### config.mk
export PLATFORM = sky130hd
export DESIGN_NAME = demux16_deser
export DESIGN_NICKNAME = d
export VERILOG_FILES = /design/src/rtl/demux16_deser.sv
export SDC_FILE = /design/constraint.sdc
export NUM_CORES = 1
export LEC_CHECK = 0
export CAP_MARGIN = 40
export CORE_MARGIN = 10
export CORE_UTILIZATION = 55
export DETAILED_ROUTE_END_ITERATION = 10
export DONT_BUFFER_PORTS = 1
export GPL_TIMING_DRIVEN = 0
export PLACE_DENSITY = 0.7
export SYNTH_ARGS = -nofsm -noshare
export SYNTH_HDL_FRONTEND = slang
export SYNTH_SLANG_ARGS = --single-unit
### constraint.sdc
create_clock -name clk -period 6.65 [get_ports clk]
set_input_delay 1.33 -clock clk [delete_from_list [all_inputs] [get_ports clk]]
set_output_delay 1.33 -clock clk [all_outputs]
set_load 0.02 [all_outputs]
### src/rtl/demux16_deser.sv
// -----------------------------------------------------------------------------
// demux16_deser: sequenced 1-to-WIDTH demultiplexer / deserializer.
//
// Collects one serial bit per accepted beat into successive slots of a
// WIDTH-bit word. A frame starts on a beat flagged in_sof. The finished word
// is presented on a valid/ready output port.
//
// Ports:
//   clk        rising-edge clock
//   rst        synchronous, active-high reset
//   in_valid   in_bit / in_sof qualify this cycle
//   in_bit     serial data bit
//   in_sof     bit is slot 0 of a new frame
//   in_ready   beat accepted when in_valid && in_ready (combinational from state)
//   out_data   assembled word (registered)
//   out_valid  out_data holds an unconsumed word (registered)
//   out_ready  downstream consumes the word
//   slot       bits collected in the current frame, 0 when idle
//   frame_err  one-cycle pulse when a frame is abandoned by an early in_sof
// -----------------------------------------------------------------------------
module demux16_deser #(
    parameter int unsigned WIDTH     = 16,
    parameter bit          MSB_FIRST = 1'b0,
    parameter int unsigned CW        = $clog2(WIDTH)
) (
    input  logic             clk,
    input  logic             rst,
    input  logic             in_valid,
    input  logic             in_bit,
    input  logic             in_sof,
    output logic             in_ready,
    output logic [WIDTH-1:0] out_data,
    output logic             out_valid,
    input  logic             out_ready,
    output logic [CW-1:0]    slot,
    output logic             frame_err
);

    localparam logic [CW:0]   LAST_CNT = (CW+1)'(WIDTH - 1);
    localparam logic [CW-1:0] TOP_POS  = CW'(WIDTH - 1);
    localparam logic [CW:0]   ONE_CNT  = (CW+1)'(1);

    typedef enum logic [1:0] {
        S_IDLE    = 2'd0,
        S_COLLECT = 2'd1,
        S_FULL    = 2'd2
    } state_e;

    state_e           state_q, state_d;
    logic [CW:0]      cnt_q, cnt_d;
    logic [WIDTH-1:0] asm_q, asm_d;
    logic [WIDTH-1:0] out_data_q, out_data_d;
    logic             out_valid_q, out_valid_d;
    logic             frame_err_q, frame_err_d;

    logic             accept;
    logic             out_free;
    logic [CW-1:0]    wr_pos;
    logic [CW-1:0]    sof_pos;
    logic [WIDTH-1:0] asm_wr;
    logic [WIDTH-1:0] asm_sof;

    // Handshake qualifiers
    always_comb begin
        in_ready = !rst && (state_q != S_FULL);
        accept   = in_valid && in_ready;
        // Output register can take a word this edge if empty or being drained.
        out_free = !out_valid_q || out_ready;
    end

    // Slot position mapping and candidate assembly words
    always_comb begin
        wr_pos  = MSB_FIRST ? (TOP_POS - CW'(cnt_q)) : CW'(cnt_q);
        sof_pos = MSB_FIRST ? TOP_POS : '0;
        asm_wr          = asm_q;
        asm_wr[wr_pos]  = in_bit;
        // A new frame clears any partial content from an abandoned frame.
        asm_sof          = '0;
        asm_sof[sof_pos] = in_bit;
    end

    // Next-state and datapath
    always_comb begin
        state_d     = state_q;
        cnt_d       = cnt_q;
        asm_d       = asm_q;
        out_data_d  = out_data_q;
        out_valid_d = out_valid_q && !out_ready;
        frame_err_d = 1'b0;

        unique case (state_q)
            S_IDLE: begin
                // Beats without in_sof are dropped until a frame starts.
                if (accept && in_sof) begin
                    asm_d   = asm_sof;
                    cnt_d   = ONE_CNT;
                    state_d = S_COLLECT;
                end
            end

            S_COLLECT: begin
                if (accept) begin
                    if (in_sof) begin
                        frame_err_d = 1'b1;
                        asm_d       = asm_sof;
                        cnt_d       = ONE_CNT;
                    end else if (cnt_q == LAST_CNT) begin
                        if (out_free) begin
                            out_data_d  = asm_wr;
                            out_valid_d = 1'b1;
                            cnt_d       = '0;
                            state_d     = S_IDLE;
                        end else begin
                            // Park the finished word; slot stays at the last index.
                            asm_d   = asm_wr;
                            state_d = S_FULL;
                        end
                    end else begin
                        asm_d = asm_wr;
                        cnt_d = cnt_q + ONE_CNT;
                    end
                end
            end

            S_FULL: begin
                if (out_free) begin
                    out_data_d  = asm_q;
                    out_valid_d = 1'b1;
                    cnt_d       = '0;
                    state_d     = S_IDLE;
                end
            end

            default: begin
                state_d = S_IDLE;
                cnt_d   = '0;
            end
        endcase
    end

    // State and datapath registers
    always_ff @(posedge clk) begin
        if (rst) begin
            state_q     <= S_IDLE;
            cnt_q       <= '0;
            asm_q       <= '0;
            out_data_q  <= '0;
            out_valid_q <= 1'b0;
            frame_err_q <= 1'b0;
        end else begin
            state_q     <= state_d;
            cnt_q       <= cnt_d;
            asm_q       <= asm_d;
            out_data_q  <= out_data_d;
            out_valid_q <= out_valid_d;
            frame_err_q <= frame_err_d;
        end
    end

    assign out_data  = out_data_q;
    assign out_valid = out_valid_q;
    assign frame_err = frame_err_q;
    assign slot      = cnt_q[CW-1:0];

endmodule

==> results.sh, run 1 <==
export IMPL_synth_avg_cell_area_um2=8.285
export IMPL_yosys_cell_types_count=40
export IMPL_fp_dieH_um=86.21
export IMPL_layout_drive_gt1_share=0.07358
export IMPL_core_area_um2=4294
export IMPL_dp_slack_ns=2.740
export IMPL_yosys_top_cells_area="dfxtp_1, a21oi_1, mux2i_1, o31ai_1, ha_1"
export IMPL_final_max_slew_viol_count=0
export IMPL_power_density_nw_per_um2=222.0
export IMPL_die_w_um=86.21
export IMPL_hp_start="asm_q[9]"
export IMPL_nets=314
export IMPL_synthArstFlopShare=0
export IMPL_rsz0062_at_grt="false"
export IMPL_status="completed"
export IMPL_place_congestion=0.9200
export IMPL_p_int_w=0.0004094
export IMPL_rows=24
export IMPL_ioPinCount=29
export IMPL_initial_core_util=0.5615
export IMPL_place_area_um2=2476
export IMPL_wl_per_cell_um=17.76
export IMPL_clock_insertion_delay_worst_skew_ns=0.31
export IMPL_worstSetupEndpointType="primary output"
export IMPL_ff_latch_area_um2=820.8
export IMPL_final_cell_area_um2=2596
export IMPL_post_route_period_util=0.5923
export IMPL_synth_edf_count=0
export IMPL_synth_top_family_by_area="compound AO/OA/AOI/OAI gates"
export IMPL_vias_per_cell=6.114
export IMPL_yosys_area_share_xor_xnor=0
export IMPL_switching_share=0.2895
export IMPL_track_usage=0.1737
export IMPL_cts_root_buf="clkbuf_8"
export IMPL_ant_nets=0
export IMPL_synth_fp_nets=307
export IMPL_synthFlopType="dfxtp_1"
export IMPL_skew_ns=0.01016
export IMPL_hold_path_class="reg2reg"
export IMPL_worstMarginPinSlew_ns=0.8982
export IMPL_maxSlewHeadroom=0.3857
export IMPL_antenna_found_initial=0
export IMPL_pwr_share_comb=0.183
export IMPL_crit_fanout=10
export IMPL_dp_hpwl_um=4431
export IMPL_drt_total_wl_um=6235
export IMPL_synth_top_area_share=0.3404
export IMPL_syn_inst=291
export IMPL_postCtsResizedCells=0
export IMPL_fmaxAchievable_mhz=253.9
export IMPL_hold_violations=0
export IMPL_multi_input_area_um2=1416
export IMPL_drc=0
export IMPL_finalSetupViolCount=0
export IMPL_r2r_start="state_q[0]"
export IMPL_syn_to_final_growth_pct=7.680
export IMPL_synth_top_area_cell="dfxtp_1"
export IMPL_synth_seq_cells=41
export IMPL_r2r_slack_ns=3.80
export IMPL_grt_ovfl_total=0
export IMPL_layout_common_cells="dfxtp_1, a21oi_1, nor2_1"
export IMPL_port_buffers=0
export IMPL_p_leak_nw=0.8911
export IMPL_p_seq_frac=0.447
export IMPL_vias=2146
export IMPL_irDropWorstVdd_uv=163.1
export IMPL_cts_setup_buffers=0
export IMPL_muxShareOfSynthArea=0.06642
export IMPL_die_area_um2=7432
export IMPL_cts_tree="built"
export IMPL_hold_slack_ns=0.4676
export IMPL_crit_required_ns=5.32
export IMPL_hold_buffers=0
export IMPL_numClockSinks=41
export IMPL_maxCapViolCount=0
export IMPL_clk_path_buf_depth=2
export IMPL_fin_ws_ns=2.711
export IMPL_whs_path_depth=2
export IMPL_synth_warnings=0
export IMPL_diodes=0
export IMPL_setup_worst_path_class="in2out"
export IMPL_fin_setup_tns_ns=0
export IMPL_dp_cells=343
export IMPL_cts_clk_slew_worst_paths_ns=0.08
export IMPL_power_switching_w=0.0001668
export IMPL_yosys_area_share_simple=0.2237
export IMPL_cts_buffers=5
export IMPL_final_common_cell="dfxtp_1"
export IMPL_drt_iter0_markers=312
export IMPL_cts_htree_levels=2
export IMPL_synth_compound_area_frac=0.2455
export IMPL_ff2ff_path_depth=10
export IMPL_synth_cell_area_um2=2411
export IMPL_fill_cells=413
export IMPL_grt_max_degree=14
export IMPL_instances_no_fill=351
export IMPL_ys_seq_area_frac=0.3404
export IMPL_grt_pass1_vias=2112
export IMPL_worstHoldEndpoint="asm_q[9]"
export IMPL_start_kind="primary input"
export IMPL_rr_endpoint="out_data[14]"
export IMPL_power_clock_fraction=0.370
export IMPL_dr_pass1_iters=5
export IMPL_synth_fa_ha_area_frac=0.05189
export IMPL_grt_pass1_wl_um=10580
export IMPL_finalCriticalPeriod_ns=3.939
export IMPL_worstPathArrival_ns=2.61
critical path, stage by stage:
cell and delay [ns]:
buf_2 0.17, clkbuf_1 0.40, buf_1 0.45, nor2_1 0.25
registers in the layout, indices dropped and copies added (netlist names):
| register | cells |
|---|---|
| asm_q | 16 |
| out_data | 16 |
| frame_err | 1 |
| state_q | 2 |
| cnt_q | 5 |
| out_valid | 1 |
metrics by stage:
stage,total power (W),utilization
3_3_place_gp,0.0003657,0.5766
6_report,0.0005763,0.6046
2_1_floorplan,0.0003418,-
5_1_grt,0.0006004,0.6046
3_5_place_dp,0.0003660,0.5766
4_1_cts,0.0005764,0.6046
metal layers:
| metal | part of all wire | up-vias | track usage |
|---|---|---|---|
| met3 | 0.069 | 12 | 0.05066 |
| met4 | 0.020 | 0 | 0.06480 |
| met2 | 0.47 | 79 | 0.2860 |
| met5 | 0 | - | 0 |
| li1 | - | 1069 | - |
| met1 | 0.44 | 986 | 0.2092 |
cell families after synthesis:
family	Yosys count
buf+inv	38
flops	41
fa+ha+maj	10
simple gates	96
mux	16
compound gates	90
how the worst max path moves through the flow:
stage	from	end	slack, ns	cells after the start
2_1_floorplan	rst	in_ready	3.12	4
3_3_place_gp	rst	in_ready	2.75	4
3_5_place_dp	rst	in_ready	2.74	4
4_1_cts	rst	in_ready	2.73	4
5_1_grt	rst	in_ready	2.65	4
6_report	rst	in_ready	2.71	4
power by group through the flow:
| stage | clock network (W) | registers [W] | logic [W] |
|---|---|---|---|
| floorplan | 0 | 0.000261 | 0.0000807 |
| global placement | 0 | 0.000263 | 0.000103 |
| detailed placement | 0 | 0.000263 | 0.000103 |
| CTS | 0.000215 | 0.000257 | 0.000104 |
| global route | 0.000225 | 0.000259 | 0.000117 |
| finish | 0.000213 | 0.000257 | 0.000106 |
cell type report:
type | instances | area share
clock inverter | 2 | 0.01446
clock buffer | 6 | 0.03181
tap | 52 | 0.02506
multi-input combinational | 212 | 0.5455
sequential | 41 | 0.3161
inverter | 7 | 0.01012
buffer | 31 | 0.05687
synthesized netlist by cell type, types with 7 or more instances:
| cell | count |
|---|---|
| a211oi_1 | 16 |
| a21oi_1 | 35 |
| and2_1 | 16 |
| and3b_1 | 9 |
| buf_2 | 7 |
| clkbuf_1 | 15 |
| dfxtp_1 | 41 |
| ha_1 | 10 |
| inv_1 | 7 |
| mux2i_1 | 16 |
| nand2_1 | 14 |
| nand4_1 | 7 |
| nor2_1 | 22 |
| o21ai_0 | 7 |
| o31ai_1 | 19 |
Note: power is estimated with default switching activity, not from simulation.
==> run 2: changes to the inputs <==
PLACE_DENSITY = 0.73   (was 0.7)
clock period = 3.45 ns   (was 6.65 ns; I/O delays follow)
==> results.sh, run 2 (same netlist as run 1, synthesis figures left out) <==
export IMPL_setup_worst_path_class="reg2reg"
export IMPL_fmaxAchievable_mhz=358.7
export IMPL_drt_total_wl_um=6147
export IMPL_grt_ovfl_total=0
export IMPL_rows=24
export IMPL_vias=2184
export IMPL_worstMarginPinSlew_ns=0.7961
export IMPL_cts_htree_levels=2
export IMPL_grt_max_degree=13
export IMPL_power_density_nw_per_um2=402.9
export IMPL_vias_per_cell=6.240
export IMPL_track_usage=0.1622
export IMPL_skew_ns=0.009173
export IMPL_nets=314
export IMPL_dp_cells=343
export IMPL_cts_clk_slew_worst_paths_ns=0.08
export IMPL_postCtsResizedCells=0
export IMPL_place_congestion=0.8715
export IMPL_antenna_found_initial=0
export IMPL_start_kind="register"
export IMPL_clock_insertion_delay_worst_skew_ns=0.30
export IMPL_layout_common_cells="dfxtp_1, a21oi_1, nor2_1"
export IMPL_wl_per_cell_um=17.56
export IMPL_port_buffers=0
export IMPL_drc=0
export IMPL_clk_path_buf_depth=2
export IMPL_dp_hpwl_um=4378
export IMPL_initial_core_util=0.5615
export IMPL_rsz0062_at_grt="false"
export IMPL_fin_setup_tns_ns=0
export IMPL_grt_pass1_vias=2087
export IMPL_worstSetupEndpointType="register"
export IMPL_core_area_um2=4294
export IMPL_syn_to_final_growth_pct=6.435
export IMPL_layout_drive_gt1_share=0.07047
export IMPL_die_w_um=86.21
export IMPL_drt_iter0_markers=164
export IMPL_worstPathArrival_ns=2.95
export IMPL_crit_required_ns=3.61
export IMPL_instances_no_fill=350
export IMPL_status="completed"
export IMPL_final_cell_area_um2=2566
export IMPL_grt_pass1_wl_um=9929
export IMPL_hold_violations=0
export IMPL_ioPinCount=29
export IMPL_finalCriticalPeriod_ns=2.788
export IMPL_die_area_um2=7432
export IMPL_cts_buffers=5
export IMPL_p_total_w=0.001034
export IMPL_finalSetupViolCount=0
export IMPL_ant_nets=0
export IMPL_crit_fanout=10
export IMPL_maxCapViolCount=0
export IMPL_final_common_cell="dfxtp_1"
export IMPL_irDropWorstVdd_uv=220.0
export IMPL_cts_tree="built"
export IMPL_numClockSinks=41
export IMPL_post_route_period_util=0.8080
export IMPL_hold_buffers=0
export IMPL_final_max_slew_viol_count=0
export IMPL_fp_dieH_um=86.21
export IMPL_hold_path_class="reg2reg"
export IMPL_dr_pass1_iters=5
export IMPL_hold_slack_ns=0.4702
export IMPL_cts_root_buf="clkbuf_8"
export IMPL_p_leak_nw=0.8770
export IMPL_maxSlewHeadroom=0.4556
export IMPL_cts_setup_buffers=0
export IMPL_fill_cells=382
export IMPL_diodes=0
export IMPL_place_area_um2=2476
run 2: changes by cell type in the layout (fill, tap and decap cells not counted):
cell and change:
bufinv_16 -1
run 2: critical path, cell delays in order (launching register included):
cell,delay (ns)
dfxtp_1,0.36
inv_1,0.10
ha_1,0.22
buf_6,0.14
or3b_1,0.36
buf_2,0.17
o32ai_2,0.56
and2_1,0.23
buf_2,0.18
buf_2,0.23
a211oi_1,0.09
run 2: final cells by class:
type | count | area [um^2] | area share
plain buffers | 31 | 147.6 | 0.05753
clock buffers | 6 | 82.58 | 0.03218
clock inverters | 1 | 7.507 | 0.002925
inverters | 7 | 26.28 | 0.01024
multi-input cells | 212 | 1416 | 0.5519
flip-flops and latches | 41 | 820.8 | 0.3198
well taps | 52 | 65.06 | 0.02535
run 2: through the flow:
stage,util,setup slack (ns)
finish,0.5976,0.6624
floorplan,-,0.9634
detailed placement,0.5766,0.6303
CTS,0.5976,0.6668
global placement,0.5766,0.6731
global route,0.5976,0.5044
run 2: path summary, 6_finish.rpt:
kind	endpoint	slack, ns	cells after the start	start
setup reg to reg	out_data[15]	0.66	10	state_q[0]
setup / recovery	out_data[15]	0.66	10	state_q[0]
hold reg to reg	asm_q[1]	0.47	2	asm_q[1]
hold / removal	asm_q[1]	0.47	2	asm_q[1]
run 2: power by group:
part	internal, W	total [W]	leakage [nW]	switching [W]
registers	0.000482	0.000495	0.331	0.0000133
logic	0.0000723	0.000205	0.503	0.000133
clock network	0.000158	0.000333	0.0433	0.000175
run 2: layer usage:
layer | vias to the layer above | GRT usage | wire length (um)
li1 | 1066 | - | -
met1 | 1038 | 0.1926 | 2666
met2 | 67 | 0.2684 | 2921
met3 | 13 | 0.04690 | 419
met4 | 0 | 0.06480 | 140
met5 | - | 0 | 0
